==> src/rtl/tlb_op_sched_if.sv <==
// ---------------------------------------------------------------------------
// tlb_op_sched_if
// Bundles every handshake and bus signal of the TLB maintenance scheduler so
// the scheduler and its environment can be connected through one port.
//
// Groups:
//   p_*      pipeline request  (valid/ready, op, addr, data, tag)
//   d_*      loader request    (valid/ready, op, addr, data)
//   rsp_*    response          (valid/ready, src, op, data, tag)
//   tlb_*    TLB control port  (read_addr, we, invalidate, clear,
//                               write_data, read_addr_out)
//   busy     scheduler is not idle
//
// Modports:
//   slave    scheduler view (tlb_op_sched)
//   master   environment view (requesters, response consumer, TLB)
// ---------------------------------------------------------------------------
interface tlb_op_sched_if #(
  parameter int TAG_W = 4,
  parameter int VAL_W = 27
);

  logic             p_valid;
  logic             p_ready;
  logic [1:0]       p_op;
  logic [31:0]      p_addr;
  logic [31:0]      p_data;
  logic [TAG_W-1:0] p_tag;

  logic             d_valid;
  logic             d_ready;
  logic [1:0]       d_op;
  logic [31:0]      d_addr;
  logic [31:0]      d_data;

  logic             rsp_valid;
  logic             rsp_ready;
  logic             rsp_src;
  logic [1:0]       rsp_op;
  logic [VAL_W-1:0] rsp_data;
  logic [TAG_W-1:0] rsp_tag;

  logic [31:0]      tlb_read_addr;
  logic             tlb_we;
  logic             tlb_invalidate;
  logic             tlb_clear;
  logic [31:0]      tlb_write_data;
  logic [VAL_W-1:0] tlb_read_addr_out;

  logic             busy;

  modport slave (
    input  p_valid, p_op, p_addr, p_data, p_tag,
    output p_ready,
    input  d_valid, d_op, d_addr, d_data,
    output d_ready,
    output rsp_valid, rsp_src, rsp_op, rsp_data, rsp_tag,
    input  rsp_ready,
    output tlb_read_addr, tlb_we, tlb_invalidate, tlb_clear, tlb_write_data,
    input  tlb_read_addr_out,
    output busy
  );

  modport master (
    output p_valid, p_op, p_addr, p_data, p_tag,
    input  p_ready,
    output d_valid, d_op, d_addr, d_data,
    input  d_ready,
    input  rsp_valid, rsp_src, rsp_op, rsp_data, rsp_tag,
    output rsp_ready,
    input  tlb_read_addr, tlb_we, tlb_invalidate, tlb_clear, tlb_write_data,
    output tlb_read_addr_out,
    input  busy
  );

endinterface

==> src/rtl/tlb_op_sched.sv <==
// ---------------------------------------------------------------------------
// tlb_op_sched
// Serializes TLB maintenance operations (read / write / invalidate / clear)
// from the pipeline and from the boot/debug loader onto the single TLB
// control port. Exactly one operation is in flight; each one is answered by
// a single response beat.
//
// Sequence per operation: IDLE -> ISSUE -> (WAIT for reads) -> RESP -> IDLE.
// Grant-to-response latency is 2 enabled cycles for write/invalidate/clear
// and 3 for reads.
//
// Ports:
//   clk      clock
//   rst_n    synchronous active-low reset (takes effect regardless of clk_en)
//   clk_en   global stall; no state moves while it is 0
//   bus      tlb_op_sched_if.slave: pipeline/loader requests, response,
//            TLB control port and busy flag
//
// Configuration macro:
//   TLB_LOADER_PORT_EN  when defined the loader port takes part in
//                       round-robin arbitration with the pipeline; when not
//                       defined d_ready is 0, d_* are ignored and rsp_src is
//                       always 0.
// ---------------------------------------------------------------------------
module tlb_op_sched #(
  parameter int TAG_W = 4,
  parameter int VAL_W = 27
) (
  input  logic          clk,
  input  logic          rst_n,
  input  logic          clk_en,
  tlb_op_sched_if.slave bus
);

  localparam logic [1:0] OP_READ  = 2'b00;
  localparam logic [1:0] OP_WRITE = 2'b01;
  localparam logic [1:0] OP_INVAL = 2'b10;
  localparam logic [1:0] OP_CLEAR = 2'b11;

  typedef enum logic [1:0] {
    IDLE  = 2'b00,
    ISSUE = 2'b01,
    WAIT  = 2'b10,
    RESP  = 2'b11
  } state_t;

  state_t           state_q;
  state_t           state_d;

  logic [1:0]       op_q;
  logic [31:0]      addr_q;
  logic [31:0]      data_q;
  logic [TAG_W-1:0] tag_q;
  logic             src_q;
  logic [VAL_W-1:0] rsp_data_q;

  // Last granted source: 0 pipeline, 1 loader. Reset value 1 hands the
  // first contested grant to the pipeline.
  logic             rr_last_q;

  logic             grant_p;
  logic             grant_d;
  logic             take;

  // Arbitration between the two requesters, independent of state/clk_en;
  // those qualifiers are applied when forming the ready outputs.
`ifdef TLB_LOADER_PORT_EN
  always_comb begin
    grant_p = bus.p_valid && (!bus.d_valid || rr_last_q);
    grant_d = bus.d_valid && (!bus.p_valid || !rr_last_q);
  end
`else
  logic unused_loader;

  always_comb begin
    grant_p = bus.p_valid;
    grant_d = 1'b0;
  end

  assign unused_loader = ^{bus.d_valid, bus.d_op, bus.d_addr, bus.d_data, rr_last_q};
`endif

  // A grant can only happen from IDLE on an enabled cycle; this is also
  // what keeps a new grant out of the cycle in which a response is accepted.
  assign take        = clk_en && (state_q == IDLE);
  assign bus.p_ready = grant_p && take;
  assign bus.d_ready = grant_d && take;

  // State register.
  always_ff @(posedge clk) begin
    if (!rst_n) begin
      state_q <= IDLE;
    end else if (clk_en) begin
      state_q <= state_d;
    end
  end

  // Next-state logic. Every transition also waits for clk_en, so a stall
  // in any state freezes the whole sequence.
  always_comb begin
    state_d = state_q;
    case (state_q)
      IDLE: begin
        if (clk_en && (grant_p || grant_d)) begin
          state_d = ISSUE;
        end
      end
      ISSUE: begin
        if (clk_en) begin
          state_d = (op_q == OP_READ) ? WAIT : RESP;
        end
      end
      WAIT: begin
        if (clk_en) begin
          state_d = RESP;
        end
      end
      RESP: begin
        if (clk_en && bus.rsp_ready) begin
          state_d = IDLE;
        end
      end
      default: begin
        state_d = IDLE;
      end
    endcase
  end

  // Request capture at grant and read-result capture at the end of WAIT.
  // rsp_data is cleared at grant so non-read ops and misses answer 0.
  always_ff @(posedge clk) begin
    if (!rst_n) begin
      op_q       <= 2'b00;
      addr_q     <= 32'h0;
      data_q     <= 32'h0;
      tag_q      <= '0;
      src_q      <= 1'b0;
      rsp_data_q <= '0;
      rr_last_q  <= 1'b1;
    end else if (clk_en) begin
      if (state_q == IDLE) begin
        if (grant_p) begin
          op_q       <= bus.p_op;
          addr_q     <= bus.p_addr;
          data_q     <= bus.p_data;
          tag_q      <= bus.p_tag;
          src_q      <= 1'b0;
          rsp_data_q <= '0;
          rr_last_q  <= 1'b0;
        end else if (grant_d) begin
          op_q       <= bus.d_op;
          addr_q     <= bus.d_addr;
          data_q     <= bus.d_data;
          tag_q      <= '0;
          src_q      <= 1'b1;
          rsp_data_q <= '0;
          rr_last_q  <= 1'b1;
        end
      end
      if (state_q == WAIT) begin
        rsp_data_q <= bus.tlb_read_addr_out;
      end
    end
  end

  // TLB control port. The lookup key comes straight from the captured
  // address, so it holds its last value outside ISSUE/WAIT. Strobes decode
  // from the one-cycle ISSUE state, which makes them mutually exclusive.
  assign bus.tlb_read_addr  = addr_q;
  assign bus.tlb_write_data = data_q;
  assign bus.tlb_we         = (state_q == ISSUE) && (op_q == OP_WRITE);
  assign bus.tlb_invalidate = (state_q == ISSUE) && (op_q == OP_INVAL);
  assign bus.tlb_clear      = (state_q == ISSUE) && (op_q == OP_CLEAR);

  // Response beat, held stable for the whole of RESP.
  assign bus.rsp_valid = (state_q == RESP);
  assign bus.rsp_src   = src_q;
  assign bus.rsp_op    = op_q;
  assign bus.rsp_data  = rsp_data_q;
  assign bus.rsp_tag   = tag_q;

  assign bus.busy = (state_q != IDLE);

endmodule

==> src/flat_wrapper.sv <==
// flat-port wrapper written by rule: the top's interface ports become plain ports
module tlb_op_sched_flat 
#(
  parameter int TAG_W = 4,
  parameter int VAL_W = 27
)
  (clk, rst_n, clk_en, bus_p_valid, bus_p_op, bus_p_addr, bus_p_data, bus_p_tag, bus_p_ready, bus_d_valid, bus_d_op, bus_d_addr, bus_d_data, bus_d_ready, bus_rsp_valid, bus_rsp_src, bus_rsp_op, bus_rsp_data, bus_rsp_tag, bus_rsp_ready, bus_tlb_read_addr, bus_tlb_we, bus_tlb_invalidate, bus_tlb_clear, bus_tlb_write_data, bus_tlb_read_addr_out, bus_busy);
  tlb_op_sched_if #(.TAG_W(TAG_W), .VAL_W(VAL_W)) bus_i ();
  input  logic clk;
  input  logic rst_n;
  input  logic clk_en;
  input wire logic [$bits(bus_i.p_valid)-1:0] bus_p_valid;
  input wire logic [$bits(bus_i.p_op)-1:0] bus_p_op;
  input wire logic [$bits(bus_i.p_addr)-1:0] bus_p_addr;
  input wire logic [$bits(bus_i.p_data)-1:0] bus_p_data;
  input wire logic [$bits(bus_i.p_tag)-1:0] bus_p_tag;
  output wire logic [$bits(bus_i.p_ready)-1:0] bus_p_ready;
  input wire logic [$bits(bus_i.d_valid)-1:0] bus_d_valid;
  input wire logic [$bits(bus_i.d_op)-1:0] bus_d_op;
  input wire logic [$bits(bus_i.d_addr)-1:0] bus_d_addr;
  input wire logic [$bits(bus_i.d_data)-1:0] bus_d_data;
  output wire logic [$bits(bus_i.d_ready)-1:0] bus_d_ready;
  output wire logic [$bits(bus_i.rsp_valid)-1:0] bus_rsp_valid;
  output wire logic [$bits(bus_i.rsp_src)-1:0] bus_rsp_src;
  output wire logic [$bits(bus_i.rsp_op)-1:0] bus_rsp_op;
  output wire logic [$bits(bus_i.rsp_data)-1:0] bus_rsp_data;
  output wire logic [$bits(bus_i.rsp_tag)-1:0] bus_rsp_tag;
  input wire logic [$bits(bus_i.rsp_ready)-1:0] bus_rsp_ready;
  output wire logic [$bits(bus_i.tlb_read_addr)-1:0] bus_tlb_read_addr;
  output wire logic [$bits(bus_i.tlb_we)-1:0] bus_tlb_we;
  output wire logic [$bits(bus_i.tlb_invalidate)-1:0] bus_tlb_invalidate;
  output wire logic [$bits(bus_i.tlb_clear)-1:0] bus_tlb_clear;
  output wire logic [$bits(bus_i.tlb_write_data)-1:0] bus_tlb_write_data;
  input wire logic [$bits(bus_i.tlb_read_addr_out)-1:0] bus_tlb_read_addr_out;
  output wire logic [$bits(bus_i.busy)-1:0] bus_busy;
  assign bus_i.p_valid = bus_p_valid;
  assign bus_i.p_op = bus_p_op;
  assign bus_i.p_addr = bus_p_addr;
  assign bus_i.p_data = bus_p_data;
  assign bus_i.p_tag = bus_p_tag;
  assign bus_p_ready = bus_i.p_ready;
  assign bus_i.d_valid = bus_d_valid;
  assign bus_i.d_op = bus_d_op;
  assign bus_i.d_addr = bus_d_addr;
  assign bus_i.d_data = bus_d_data;
  assign bus_d_ready = bus_i.d_ready;
  assign bus_rsp_valid = bus_i.rsp_valid;
  assign bus_rsp_src = bus_i.rsp_src;
  assign bus_rsp_op = bus_i.rsp_op;
  assign bus_rsp_data = bus_i.rsp_data;
  assign bus_rsp_tag = bus_i.rsp_tag;
  assign bus_i.rsp_ready = bus_rsp_ready;
  assign bus_tlb_read_addr = bus_i.tlb_read_addr;
  assign bus_tlb_we = bus_i.tlb_we;
  assign bus_tlb_invalidate = bus_i.tlb_invalidate;
  assign bus_tlb_clear = bus_i.tlb_clear;
  assign bus_tlb_write_data = bus_i.tlb_write_data;
  assign bus_i.tlb_read_addr_out = bus_tlb_read_addr_out;
  assign bus_busy = bus_i.busy;
  tlb_op_sched #(.TAG_W(TAG_W), .VAL_W(VAL_W)) u_core (.clk(clk), .rst_n(rst_n), .clk_en(clk_en), .bus(bus_i));
endmodule
==> config.mk <==
export PLATFORM = sky130hd
export DESIGN_NAME = tlb_op_sched_flat
export DESIGN_NICKNAME = d
export VERILOG_FILES = /design/src/rtl/tlb_op_sched_if.sv /design/src/rtl/tlb_op_sched.sv /design/src/flat_wrapper.sv
export SDC_FILE = /design/constraint.sdc
export NUM_CORES = 1
export LEC_CHECK = 0
export CORE_ASPECT_RATIO = 1.1
export CORE_MARGIN = 4
export CORE_UTILIZATION = 31
export CTS_BUF_LIST = sky130_fd_sc_hd__clkbuf_4 sky130_fd_sc_hd__clkbuf_8 sky130_fd_sc_hd__clkbuf_16
export DETAILED_ROUTE_END_ITERATION = 10
export GPL_TIMING_DRIVEN = 0
export HOLD_SLACK_MARGIN = 0.05
export PLACE_DENSITY = 0.77
export SLEW_MARGIN = 20
export SYNTH_ARGS = -nofsm -noshare
export SYNTH_HDL_FRONTEND = slang
export SYNTH_SLANG_ARGS = --single-unit
==> constraint.sdc <==
create_clock -name clk -period 1.3 [get_ports clk]
set_input_delay 0.13 -clock clk [delete_from_list [all_inputs] [get_ports clk]]
set_output_delay 0.13 -clock clk [all_outputs]
set_load 0.02 [all_outputs]
# ---- Yosys cells after proc, flatten, opt, wreduce, memory -nomap -nowiden
# Cells that the tools add are included.
dict set report classes {
  addsub 0
  multipliers 0
  div_mod_pow 0
  order_cmp 0
  n_eq_ne 8
  n_shift 0
  muxes 7
  bitwise 0
  reduce_logical 15
}
# operator n
set op_table {}
lappend op_table {{$mux W27} 3}
lappend op_table {{$reduce_and A3 Y1} 3}
lappend op_table {{$eq A2 B2 Y1 const B} 4}
lappend op_table {{$pmux W2 S4} 1}
lappend op_table {{$logic_and A1 B1 Y1} 7}
lappend op_table {{$reduce_bool A2 Y1} 3}
lappend op_table {{$eq A2 B1 Y1 const B} 2}
lappend op_table {{$logic_not A2 Y1} 2}
lappend op_table {{$mux W2} 2}
lappend op_table {{$ne A2 B1 Y1 const B} 2}
lappend op_table {{$mux W1} 1}
dict set report word_totals {
  ff_bits 99
  latchBits 0
  mem_bits_rw 0
  rom_bits 0
  input_bits 169
  output_inout_bits 105
  mem_count 0
}

# ---- Depth between registers and ports, before layout
dict set report depth {
  depth_word 3
  depth_mapped 7
  depth_no_buf 6
}

# ---- Worst setup path after synthesis
# OpenSTA, ideal clock, no wires.
dict set report synth_timing {
  path_kind {reg-to-reg}
  start {register u_core.state_q[0]}
  end {register u_core.data_q[10], in the netlist u_core.bus.tlb_write_data[10]}
  setup_time_ns 0.132
  t_arrival_ns 1.183
  t_required_ns 1.168
  setup_slack_ns -0.015
  stages_incl_launch_ff 8
  path_cell_list {dfxtp_1 inv_1 ha_1 nand3_4 buf_6 buf_4 nand2_1 a21oi_1}
}
dict set report synth_via {
  elab_chain_cells 2
}
# element line_no
set synth_rtl {}
lappend synth_rtl {{start, declared} tlb_op_sched.sv:47} ;# state_t state_q;
lappend synth_rtl {{start signal, assigned} tlb_op_sched.sv:94} ;# state_q <= state_d;
lappend synth_rtl {{$logic_not A2 Y1} tlb_op_sched.sv:141} ;# if (state_q == IDLE) begin
lappend synth_rtl {{$reduce_and A3 Y1 (no source line)} n/a}
lappend synth_rtl {{end signal, assigned} tlb_op_sched.sv:145} ;# data_q <= bus.p_data;
lappend synth_rtl {{end signal, assigned} tlb_op_sched.sv:153} ;# data_q <= bus.d_data;
lappend synth_rtl {{end, declared} tlb_op_sched.sv:52} ;# logic [31:0] data_q;
# Every way passes these cells.
# A chain may end at the register's enable or synchronous reset.

# ---- Worst setup path in the final report
dict set report layout_timing {
  start {register u_core.state_q[0]}
  end {output bus_p_ready}
}
dict set report layout_via {
  elab_chain_cells 3
}
# element line_no
set layout_rtl {}
lappend layout_rtl {{$logic_not A2 Y1} tlb_op_sched.sv:85} ;# assign take = clk_en && (state_q == IDLE);
lappend layout_rtl {{$logic_and A1 B1 Y1} tlb_op_sched.sv:85}
lappend layout_rtl {{$logic_and A1 B1 Y1} tlb_op_sched.sv:86} ;# assign bus.p_ready = grant_p && take;
lappend layout_rtl {{end, declared} flat_wrapper.sv:17} ;# output wire logic [$bits(bus_i.p_ready)-1:0] bus_p_ready;
# Every way passes these cells.

==> flow_summary.ini <==
[run_status]
status = finished, violations left
violations = setup timing

[placed_design]
dp_hpwl_um = 9190
globalplace.congestion = 0.815
place_area_sq_mm = 0.00588
dp_slack_ns = -0.726
portBuffers = 203

[timing]
slew_headroom_pct = 54.4
setup_violations = 102
worst_pin_slew_ns = 0.684
rsz0062_at_grt = yes
skew_ns = 0.00437
finalHoldViolCount = 0
max_freq_mhz = 671
fin_worst_hold_slack_ns = 0.143
slew_viol_final = 0
fin_ws_ns = -0.191
min_period_over_period_pct = 115
min_period_ns = 1.49
setup_tns_ns = -12.35

[grt]
grt_max_degree = 17
grt_antenna_before_repair = 0
grt_pass1_vias = 3989
grt_usage_pct = 18.2
grt_pass1_wl_um = 19700
overflow = 0

[drt]
drt_iter0_markers = 225
firstDrtPassIters = 4
drc = 0
viasPerCell = 4.80
routed_wl_um = 13500
route.vias.total = 4045
wl_per_cell_um = 16.0
ant_nets = 0

[power_and_ir_drop]
max-vdd-ir-drop_uv = 545
internal_power_mw = 5.80
pwr_density_cell_mw_per_mm2 = 1110
power_frac_seq_pct = 41.7
power_frac_comb_pct = 20.8
p_leak_nw = 3.04
power_switching_mw = 2.01
swShare_pct = 25.7
p_clk_share_pct = 37.5

[setup_path]
reg2regPathDepth = 9
path_class = reg2out
critPathCaptureType = output port
r2r_setup_slack_ns = -0.17
cp_max_fo = 6
crit_arrival_ns = 1.36
timing.rr.end = u_core.bus.tlb_write_data[4]
start_kind = flip-flop
critPathRequiredTime_ns = 1.17
r2r_start = u_core.state_q[0]

[clock_tree]
cts_buffers = 9
htreeDepth = 3
cts_root_buf = clkbuf_16
clock-sinks = 99
clk_pin_slew_ns = 0.07
cts_tree = built
clock_path_buffers = 2
ctsHoldBuffers = 0
clock_latency_ns = 0.34

[worst_hold_path]
holdPathEnd = u_core.state_q[1]
hp-class = in2reg
hold-path-cell-count = 3
hold_start = clk_en

[floorplanning]
dieArea_sq_mm = 0.0136
io_pins = 274
dieHeight_um = 122
fp.coreArea_sq_mm = 0.0115
rows = 41
initial_core_util_pct = 31.8
die_x_um = 111

[synth]
yosys.area.top_type = dfxtp_1
async_reset_ff_share_pct = 0
ys_ff_latch = 99
syn_area_sq_mm = 0.00365
synth_edf_count = 0
synthCells = 453
syn_area_per_cell_sq_um = 8.06
synth_top_area_share_pct = 54.3
ys_warn_count = 0
yosysSeqAreaShare_pct = 54.3
synth.area.top_cells = dfxtp_1, nand2_1, a21oi_1
ys_dominant_reg_cell = dfxtp_1
synth_cell_types = 26
synth.most_common_cell = nand2_1
synth_common_cells = nand2_1, dfxtp_1, a21oi_1, nand3_1, buf_4

[cells_and_area]
layout-drive-gt1-share_pct = 25.7
final_cell_area_sq_mm = 0.00704
nNetsFinal = 862
diodes = 0
area_delta_synth_final_pct = 92.9
fillers = 993

[flow_run]
cap_violations = 0
-- per-stage QoR --
stage / total power [mW] / util, % / std cells
after floorplan: 3.90 / - / 454
after global placement: 4.59 / 51.1 / 807
after detailed placement: 4.62 / 51.1 / 807
after CTS: 7.76 / 58.6 / 841
after global routing: 8.11 / 61.3 / 843
final: 7.81 / 61.3 / 843
-- worst max-delay path, stage by stage (launching register included) --
cell and delay (ns):
dfxtp_2 0.37, inv_4 0.05, ha_4 0.16, nand3_4 0.11, clkinv_8 0.07, buf_8 0.13, buf_6 0.12
-- per-layer routing --
layer | wire (um) | vias up | GRT usage (%) | share of wire [%]
met5 | 0 | - | 0 | 0
met4 | 329 | 0 | 6.84 | 2.4
met3 | 945 | 26 | 5.86 | 7.0
met2 | 7270 | 150 | 35.1 | 54
met1 | 4910 | 1914 | 18.3 | 36
li1 | - | 1955 | - | -
-- layout make-up --
| class | count | area, sq um | share of cell area (%) |
|---|---|---|---|
| Timing Repair Buffer | 223 | 2230 | 31.7 |
| Sequential cell | 99 | 1980 | 28.2 |
| Multi-Input combinational cell | 315 | 1900 | 27.0 |
| Buffer | 35 | 363 | 5.15 |
| Clock buffer | 11 | 253 | 3.59 |
| Tap cell | 150 | 188 | 2.67 |
| Clock inverter | 5 | 85.1 | 1.21 |
| Inverter | 5 | 36.3 | 0.515 |
-- how the worst max path moves through the flow --
stage                                  from                      end  slack (ns)  depth (start not counted)
final                     u_core.state_q[0]              bus_p_ready       -0.19                          6
after global routing      u_core.state_q[1]              bus_p_ready       -0.24                          6
after CTS                 u_core.state_q[1]              bus_p_ready       -0.24                          6
after detailed placement  u_core.state_q[1]              bus_p_ready       -0.73                          6
after global placement          bus_p_valid              bus_p_ready       -0.68                          5
after floorplan           u_core.state_q[0]  u_core.bus.rsp_data[10]        0.01                          7
-- kinds of logic after synthesis --
group	count (synthesis)	share of synthesized area [%]
AO/OA/AOI/OAI	102	14.4
adder cells (fa/ha/maj)	5	1.71
AND/OR/NAND/NOR	206	23.1
other	1	0.103
flip-flops	99	54.3
buffers and inverters	40	6.38
-- power by group through the flow --
stage	Sequential, mW	Combinational, mW	Clock [mW]
2_1_floorplan	3.48	0.424	0
3_3_place_gp	3.31	1.28	0
3_5_place_dp	3.32	1.30	0
4_1_cts	3.25	1.50	3.00
5_1_grt	3.27	1.73	3.11
6_report	3.26	1.62	2.93
-- cells in the final DEF (no fill, tap or decap), drive strengths merged, types with 2 or more instances in the layout --
cell type / instances
nand2: 169
clkdlybuf4s50: 100
dfxtp: 99
a21oi: 98
dlygate4sd2: 96
buf: 51
nand3: 28
clkbuf: 21
ha: 5
inv: 4
clkinv: 3
and3: 2
conb: 2
bufinv: 2
nand2b: 2
-- sequential cells by signal, summed over array words and instances (netlist names) --
register,flops
u_core.bus.rsp_data,27
u_core.bus.tlb_read_addr,32
u_core.bus.tlb_write_data,32
u_core.bus.rsp_op,2
u_core.state_q,2
u_core.bus.rsp_tag,4
-- repair_timing --
item | in CTS | in global routing
pin swaps | 45 | 16
buffers inserted | 12 | 1
cloned | 6 | 1
resized for setup | 248 | 72
endpoints found under the setup margin | 201 | 106
No activity file was read; power rests on OpenSTA's default activity.
